--- src/rtl/aes_stream_ctrl.sv ---
// aes_stream_ctrl: sequences the AES engine word, key and result streams for a
// job of N 128-bit blocks, replaying the stored 128-bit key next to every data
// word and pulsing clear/done around the job.
module aes_stream_ctrl #(
  parameter int NB_WIDTH = 16
) (
  input  logic                clk_i,
  input  logic                rst_i,
  input  logic                start_i,
  input  logic                abort_i,
  input  logic [NB_WIDTH-1:0] nblocks_i,
  input  logic                key_we_i,
  input  logic [1:0]          key_idx_i,
  input  logic [31:0]         key_data_i,
  input  logic                src_valid_i,
  output logic                src_ready_o,
  input  logic [31:0]         src_data_i,
  output logic                word_valid_o,
  input  logic                word_ready_i,
  output logic [31:0]         word_data_o,
  output logic                key_valid_o,
  input  logic                key_ready_i,
  output logic [31:0]         key_data_o,
  input  logic                eng_valid_i,
  output logic                eng_ready_o,
  input  logic [31:0]         eng_data_i,
  output logic                sink_valid_o,
  input  logic                sink_ready_i,
  output logic [31:0]         sink_data_o,
  output logic                clr_o,
  output logic                busy_o,
  output logic                done_o
);

  localparam int CW = NB_WIDTH + 2;

  typedef enum logic [2:0] {
    S_IDLE,
    S_CLEAR,
    S_RUN,
    S_DRAIN,
    S_DONE
  } state_e;

  state_e            state_q, state_d;
  logic              abort_q, abort_d;
  logic [CW-1:0]     total_q, total_d;
  logic [CW-1:0]     in_cnt_q, in_cnt_d;
  logic [CW-1:0]     key_cnt_q, key_cnt_d;
  logic [CW-1:0]     out_cnt_q, out_cnt_d;
  logic [3:0][31:0]  key_q, key_d;

  logic              word_xfer, key_xfer, sink_xfer;
  logic              in_more, key_more;
  logic              out_last, in_key_last;

  assign word_xfer = word_valid_o & word_ready_i;
  assign key_xfer  = key_valid_o & key_ready_i;
  assign sink_xfer = sink_valid_o & sink_ready_i;
  assign in_more   = in_cnt_q < total_q;
  assign key_more  = key_cnt_q < total_q;

  // Completion is judged on the post-transfer counts so DONE follows the last
  // sink transfer by exactly one edge.
  assign out_last    = (out_cnt_d == total_q);
  assign in_key_last = (in_cnt_d == total_q) && (key_cnt_d == total_q);

  // State and abort-flag registers; reset drops straight to IDLE without clear.
  always_ff @(posedge clk_i or posedge rst_i) begin
    if (rst_i) begin
      state_q <= S_IDLE;
      abort_q <= 1'b0;
    end else begin
      state_q <= state_d;
      abort_q <= abort_d;
    end
  end

  // Next-state logic; abort overrides everything and reuses CLEAR with a flag
  // that sends the FSM back to IDLE instead of RUN.
  always_comb begin
    state_d = state_q;
    abort_d = abort_q;
    case (state_q)
      S_IDLE: begin
        if (start_i) begin
          abort_d = 1'b0;
          state_d = (nblocks_i == '0) ? S_DONE : S_CLEAR;
        end
      end
      S_CLEAR: state_d = abort_q ? S_IDLE : S_RUN;
      S_RUN: begin
        if (out_last)         state_d = S_DONE;
        else if (in_key_last) state_d = S_DRAIN;
      end
      S_DRAIN: if (out_last) state_d = S_DONE;
      S_DONE:  state_d = S_IDLE;
      default: state_d = S_IDLE;
    endcase
    if (abort_i && (state_q == S_CLEAR || state_q == S_RUN || state_q == S_DRAIN)) begin
      state_d = S_CLEAR;
      abort_d = 1'b1;
    end
  end

  // Job length, transfer counters and key words.
  always_ff @(posedge clk_i or posedge rst_i) begin
    if (rst_i) begin
      total_q   <= '0;
      in_cnt_q  <= '0;
      key_cnt_q <= '0;
      out_cnt_q <= '0;
      key_q     <= '0;
    end else begin
      total_q   <= total_d;
      in_cnt_q  <= in_cnt_d;
      key_cnt_q <= key_cnt_d;
      out_cnt_q <= out_cnt_d;
      key_q     <= key_d;
    end
  end

  // Counters advance on their own stream's transfers; a start in IDLE reloads
  // the job, and key writes only land while idle.
  always_comb begin
    total_d   = total_q;
    key_d     = key_q;
    in_cnt_d  = in_cnt_q + CW'(word_xfer);
    key_cnt_d = key_cnt_q + CW'(key_xfer);
    out_cnt_d = out_cnt_q + CW'(sink_xfer);
    if (state_q == S_IDLE) begin
      if (key_we_i) key_d[key_idx_i] = key_data_i;
      if (start_i) begin
        total_d   = {nblocks_i, 2'b00};
        in_cnt_d  = '0;
        key_cnt_d = '0;
        out_cnt_d = '0;
      end
    end
  end

  // Stream gating and status outputs; data buses are zeroed while gated off.
  always_comb begin
    src_ready_o  = 1'b0;
    word_valid_o = 1'b0;
    word_data_o  = '0;
    key_valid_o  = 1'b0;
    key_data_o   = '0;
    sink_valid_o = 1'b0;
    eng_ready_o  = 1'b0;
    sink_data_o  = '0;
    if (state_q == S_RUN) begin
      word_valid_o = src_valid_i & in_more;
      src_ready_o  = word_ready_i & in_more;
      word_data_o  = src_data_i;
      key_valid_o  = key_more;
      key_data_o   = key_q[key_cnt_q[1:0]];
    end
    if (state_q == S_RUN || state_q == S_DRAIN) begin
      sink_valid_o = eng_valid_i;
      eng_ready_o  = sink_ready_i;
      sink_data_o  = eng_data_i;
    end
    clr_o  = (state_q == S_CLEAR);
    busy_o = (state_q != S_IDLE);
    done_o = (state_q == S_DONE);
  end

endmodule

--- config.mk ---
export PLATFORM = sky130hd
export DESIGN_NAME = aes_stream_ctrl
export DESIGN_NICKNAME = d
export VERILOG_FILES = /design/src/rtl/aes_stream_ctrl.sv
export SDC_FILE = /design/constraint.sdc
export NUM_CORES = 1
export LEC_CHECK = 0
export CAP_MARGIN = 10
export CORE_MARGIN = 4
export CORE_UTILIZATION = 60
export CTS_CLUSTER_SIZE = 24
export DETAILED_ROUTE_END_ITERATION = 8
export DONT_BUFFER_PORTS = 1
export GPL_ROUTABILITY_DRIVEN = 0
export PLACE_DENSITY = 0.76
export SETUP_SLACK_MARGIN = 0.4
export SLEW_MARGIN = 20
export SYNTH_ARGS = -nofsm -noshare
export SYNTH_HDL_FRONTEND = slang
export SYNTH_SLANG_ARGS = --single-unit
--- constraint.sdc ---
create_clock -name clk_i -period 9.25 [get_ports clk_i]
set_input_delay 2.3125 -clock clk_i [delete_from_list [all_inputs] [get_ports clk_i]]
set_output_delay 2.3125 -clock clk_i [all_outputs]
set_load 0.1 [all_outputs]
[Word level (Yosys, flattened, before mapping)]
Index checks and enable logic that the tools add are counted.
Word-level totals
  register bits after elaboration: 202
  bits in latches: 0
  memory bits (writable): 0
  bits in read-only memories: 0
  output and inout bits: 104
  memories: 0
Cells by class
  $add $sub $neg: 3
  multipliers: 0
  div/mod/pow operators: 0
  $lt $le $gt $ge: 5
  equal/unequal tests: 10
  shift-type cells: 0
  multiplexer cells: 30
  bitwise operators: 5
  reduce and logical (&&, ||, !) cells: 15
Operators by type and width (number)
  32-bit two-way mux: 5
  128-bit bitwise mux: 1
  18-bit two-way mux: 6
  32-bit binary-select mux with 2-bit select: 1
  32-bit demux with 2-bit select: 1
  18-bit by 1-bit adder with 18-bit output: 3
  18-bit == test: 3
  18-bit less-than comparator: 2
  3-bit two-way mux: 6
  16-bit zero test: 1
  3-bit case mux with 4 select lines: 1
  1-bit two-way mux: 8
  3-bit by 2-bit == test with 1-bit output, second input constant: 2
  2-bit by 3-bit less-than comparator with 1-bit output, second input constant: 2
  2-bit AND reduction: 3
  1-bit bitwise AND: 5
  4-bit by 3-bit != test with 1-bit output, second input constant: 1
  2-bit nonzero test: 2
  3-bit by 1-bit == test with 1-bit output, second input constant: 1
  3-bit == test, second input constant: 1
  1-bit logical AND: 3
  3-bit zero test: 1
  1-bit logical OR: 3
  3-bit by 2-bit != test with 1-bit output, second input constant: 1
  other kinds (5): 5

[Longest topological paths before layout]
  depth after elaboration: 13
  gate-level depth with buffers: 21
  mapped depth without buffers: 21

[Worst setup path after synthesis]
OpenSTA, ideal clock, no wires.
  path type: flip-flop to output port
  start point: register total_q[11]
  end point: output port key_valid_o
  data arrival time: 3.415 ns
  data required time: 6.938 ns
  slack: 3.522 ns
  stages on the path, launching flop included: 9
  cells stage by stage: dfrtp_1 > clkbuf_1 > inv_1 > ha_1 > a21o_1 > a211oi_1 > a2111oi_0 > or4bb_1 > a21oi_1
Between the ends
  cells in the longest elaborated chain, start to end: 2
RTL lines
  start: declaration: RTL line 47  | logic [CW-1:0] total_q, total_d;
  start signal: assignment: RTL line 115  | total_q <= total_d;
  18-bit less-than comparator: RTL line 61  | assign key_more = key_cnt_q < total_q;
  1-bit two-way mux: RTL line 152  | if (state_q == S_RUN) begin
  end: declaration: RTL line 21  | output logic key_valid_o,
Every way passes these cells.

[Final worst setup path]
Same ends and word-level chain as after synthesis.

==> impl_results.md <==
* Total negative slack at 0 ns
* TritonRoute pass-1 iters at 5
* Slew Viols, Final at 0
* Number of port buffers at 0
* Register bit total from synthesis at 202
* Gr usage total at 25.10%
* Worst R2R End: state_q[2]$_DFFE_PP0P_
* Num CTS Buffers at 22
* CTS tree: built
* PostCTS Resize Cnt at 0
* Max_cap viols at 0
* Maximum clock rate at 0.1686 GHz
* Mean Syn Cell Area at 11.12 µm²
* Crit Path Max Fanout at 10
* Maximum vdd drop at 272.2 µV
* Post-route antenna net violation count at 0
* Worst Skew at 0.006000 ns
* Hold_buf cts at 0
* Leak at 0.005373 µW
* Number of synthesized flops with an enable pin at 0
* Vias in the first global route at 8,067
* Maximum clock path buffer count at 3
* IO Pins at 228
* Sequential share of power at 36.2%
* RSZ-0062 raised after global routing: no
* Status: finished clean
* Starting Density at 61.79%
* Setup crit start kind: register
* Clock tree root driver cell: clkbuf_16
* RR Startpoint: total_q[11]$_DFFE_PP0P_
* Area Growth Syn to Fin at 7.740%
* Rows at 49
* Post-synth top area cell: dfrtp_1
* Clock Latency Late Sink at 0.51 ns
* Largest net degree at the start of global routing at 135
* Die H at 144.9 µm
* Slew @ Worst Pin at 1.183 ns
* Core Util, Final at 66.57%
* CP Class: reg2out
* Post-route clock period utilization at 64.11%
* Worst r2r path cells at 17
* Hold Path Depth at 1
* Final min period at 5.930 ns
* Synth warn at 0
* Initial DRC count at 533
* Via density at 6.443
* Via count at 7,957
* Placed Area at 11,450 µm²
* Hold EP: key_q[119]$_DFFE_PP0P_
* PD cells at 329.4 nW/µm²
* Die Area at 21,010 µm²
* Sw Ratio at 42.91%
* Max-slew headroom at 21.19%
* Largest cells by area after synthesis: dfrtp_1, mux2_2, mux4_2
* Total Power at 3993 µW
* Post-Layout Inst Area at 12,120 µm²
* Setup Viol. Count Final at 0
* Net Count, Synth at 1,172
* Synthesized cell area at 11,250 µm²
* Synth Instances at 1,012
* Worst EP required at 6.94 ns
* Remaining DRCs at 0
* Setup slack, reg-to-reg at 3.61 ns
* Layout cells sized above 1 at 21.58%
* Clock sink total at 202
* Sw Pwr at 1713 µW
* First-pass GRT wire length at 43,050 µm
* Final Hold Vio Count at 0
* Top cell type's share of synthesized area at 44.93%
* Post-DP HPWL at 18,670 µm
* Register area share after synthesis at 44.93%
* Nets at 1,151
* Clock transition at path regs at 0.06 ns
* Min-delay src: key_q[119]$_DFFE_PP0P_
* Async S/R FF share, synth at 100.0%
* Setup Fix Bufs, Post-CTS at 0
* H-tree depth at 1
* Crit path DAT at 3.62 ns
* Initial antenna violation count at 4
* DIE WIDTH at 144.9 µm
* Total routed wirelength at 26,720 µm
* Gr ovfl total at 0
* Internal power at 2279 µW
* Worst Hold Class: reg2reg
* CORE AREA at 18,210 µm²
* Worst Setup End Kind: output pin
* Distinct cell type count after synthesis at 64
* Combinational power share at 43.5%
* WL/cell at 21.63 µm
* Ys flop type: dfrtp_1
* Clock power share at 20.3%
## worst max-delay path, stage by stage (launching register included)
cell and delay [ns]:
dfrtp_1 0.61, inv_1 0.24, ha_1 0.36, a21o_1 0.19, a211oi_1 0.23, a2111oi_0 0.08, or4bb_1 0.53, a21oi_2 0.87
## layout make-up
| class | instances | area, µm² |
|---|---|---|
| multi-input combinational | 720 | 5876 |
| tap | 229 | 286.5 |
| sequential | 202 | 5056 |
| clock buffer | 32 | 638.1 |
| timing repair buffer | 10 | 92.59 |
| antenna | 5 | 12.51 |
| fill | 1321 | 6087 |
| inverter | 35 | 138.9 |
| clock inverter | 2 | 21.27 |
## how the worst max path moves through the flow
stage / from / to / slack, ns / cells after the start
global route: total_q[11]$_DFFE_PP0P_ / key_valid_o / 3.15 / 7
CTS: total_q[11]$_DFFE_PP0P_ / key_valid_o / 3.38 / 7
detailed placement: key_ready_i / state_q[2]$_DFFE_PP0P_ / 3.61 / 13
global placement: key_ready_i / state_q[2]$_DFFE_PP0P_ / 3.76 / 12
floorplan: rst_i / abort_q$_DFFE_PP0P_ / 1.43 / 1
finish: total_q[11]$_DFFE_PP0P_ / key_valid_o / 3.32 / 7
## cells in the mapped netlist, drive strengths merged (8+ instances only)
library cell	number
nor3	22
a21o	12
buf	13
mux4	32
nor4	21
or3	11
clkbuf	42
nand3	29
ha	36
xnor2	34
a21oi	24
nor2	62
o21ai	32
nand2b	8
nand2	48
and3	41
nand4	15
inv	35
dfrtp	202
xor2	11
and2	72
mux2	128
## cell usage in the layout (no fill, tap or decap), types with 12 or more instances in the layout
cell type and count:
nand2_1 48, nand3_1 29, nor3_1 19, nor2_1 60
nand4_1 14, nor4_1 20, ha_1 36, dfrtp_1 201
clkbuf_16 23, a21oi_1 23, and3_1 41, xnor2_1 34
and2_1 72, mux4_2 32, mux2_2 128, inv_1 34
a21o_1 12, o21ai_0 32
## power groups by stage
stage | Sequential [µW] | Clock (µW) | Combinational, µW
2_1_floorplan | 1340 | 0 | 1580
6_report | 1440 | 812 | 1740
3_3_place_gp | 1430 | 0 | 1710
4_1_cts | 1440 | 826 | 1750
5_1_grt | 1480 | 864 | 1860
3_5_place_dp | 1450 | 0 | 1740
## cell families after synthesis
family	after synthesis	share of synthesized area [%]
buf+inv	90	3.058
compound gates	120	7.129
simple gates	352	17.43
flops	202	44.93
mux	166	19.75
xor+xnor	46	3.703
fa+ha+maj	36	4.004
## stage by stage
stage / hold slack, ns / std cells / worst slack (ns)
floorplan: 0.4739 / 1012 / 1.427
global placement: 0.4811 / 1196 / 3.762
detailed placement: 0.4878 / 1196 / 3.609
CTS: 0.5013 / 1230 / 3.381
global route: 0.5096 / 1234 / 3.153
finish: 0.4993 / 1235 / 3.320
## state kept, by name (all words and copies together), names as in the netlist
name and count:
abort_q 1, key_q 128, state_q 3, key_cnt_q 18, out_cnt_q 18, total_q 16, in_cnt_q 18
## per-layer routing
layer	global-route usage [%]	up-vias	wire, µm
met5	0	-	0
li1	-	3625	-
met3	6.143	45	2148
met1	32.28	3950	10770
met4	7.601	0	672
met2	42.58	337	13120
Note: power is estimated with default switching activity, not from simulation.
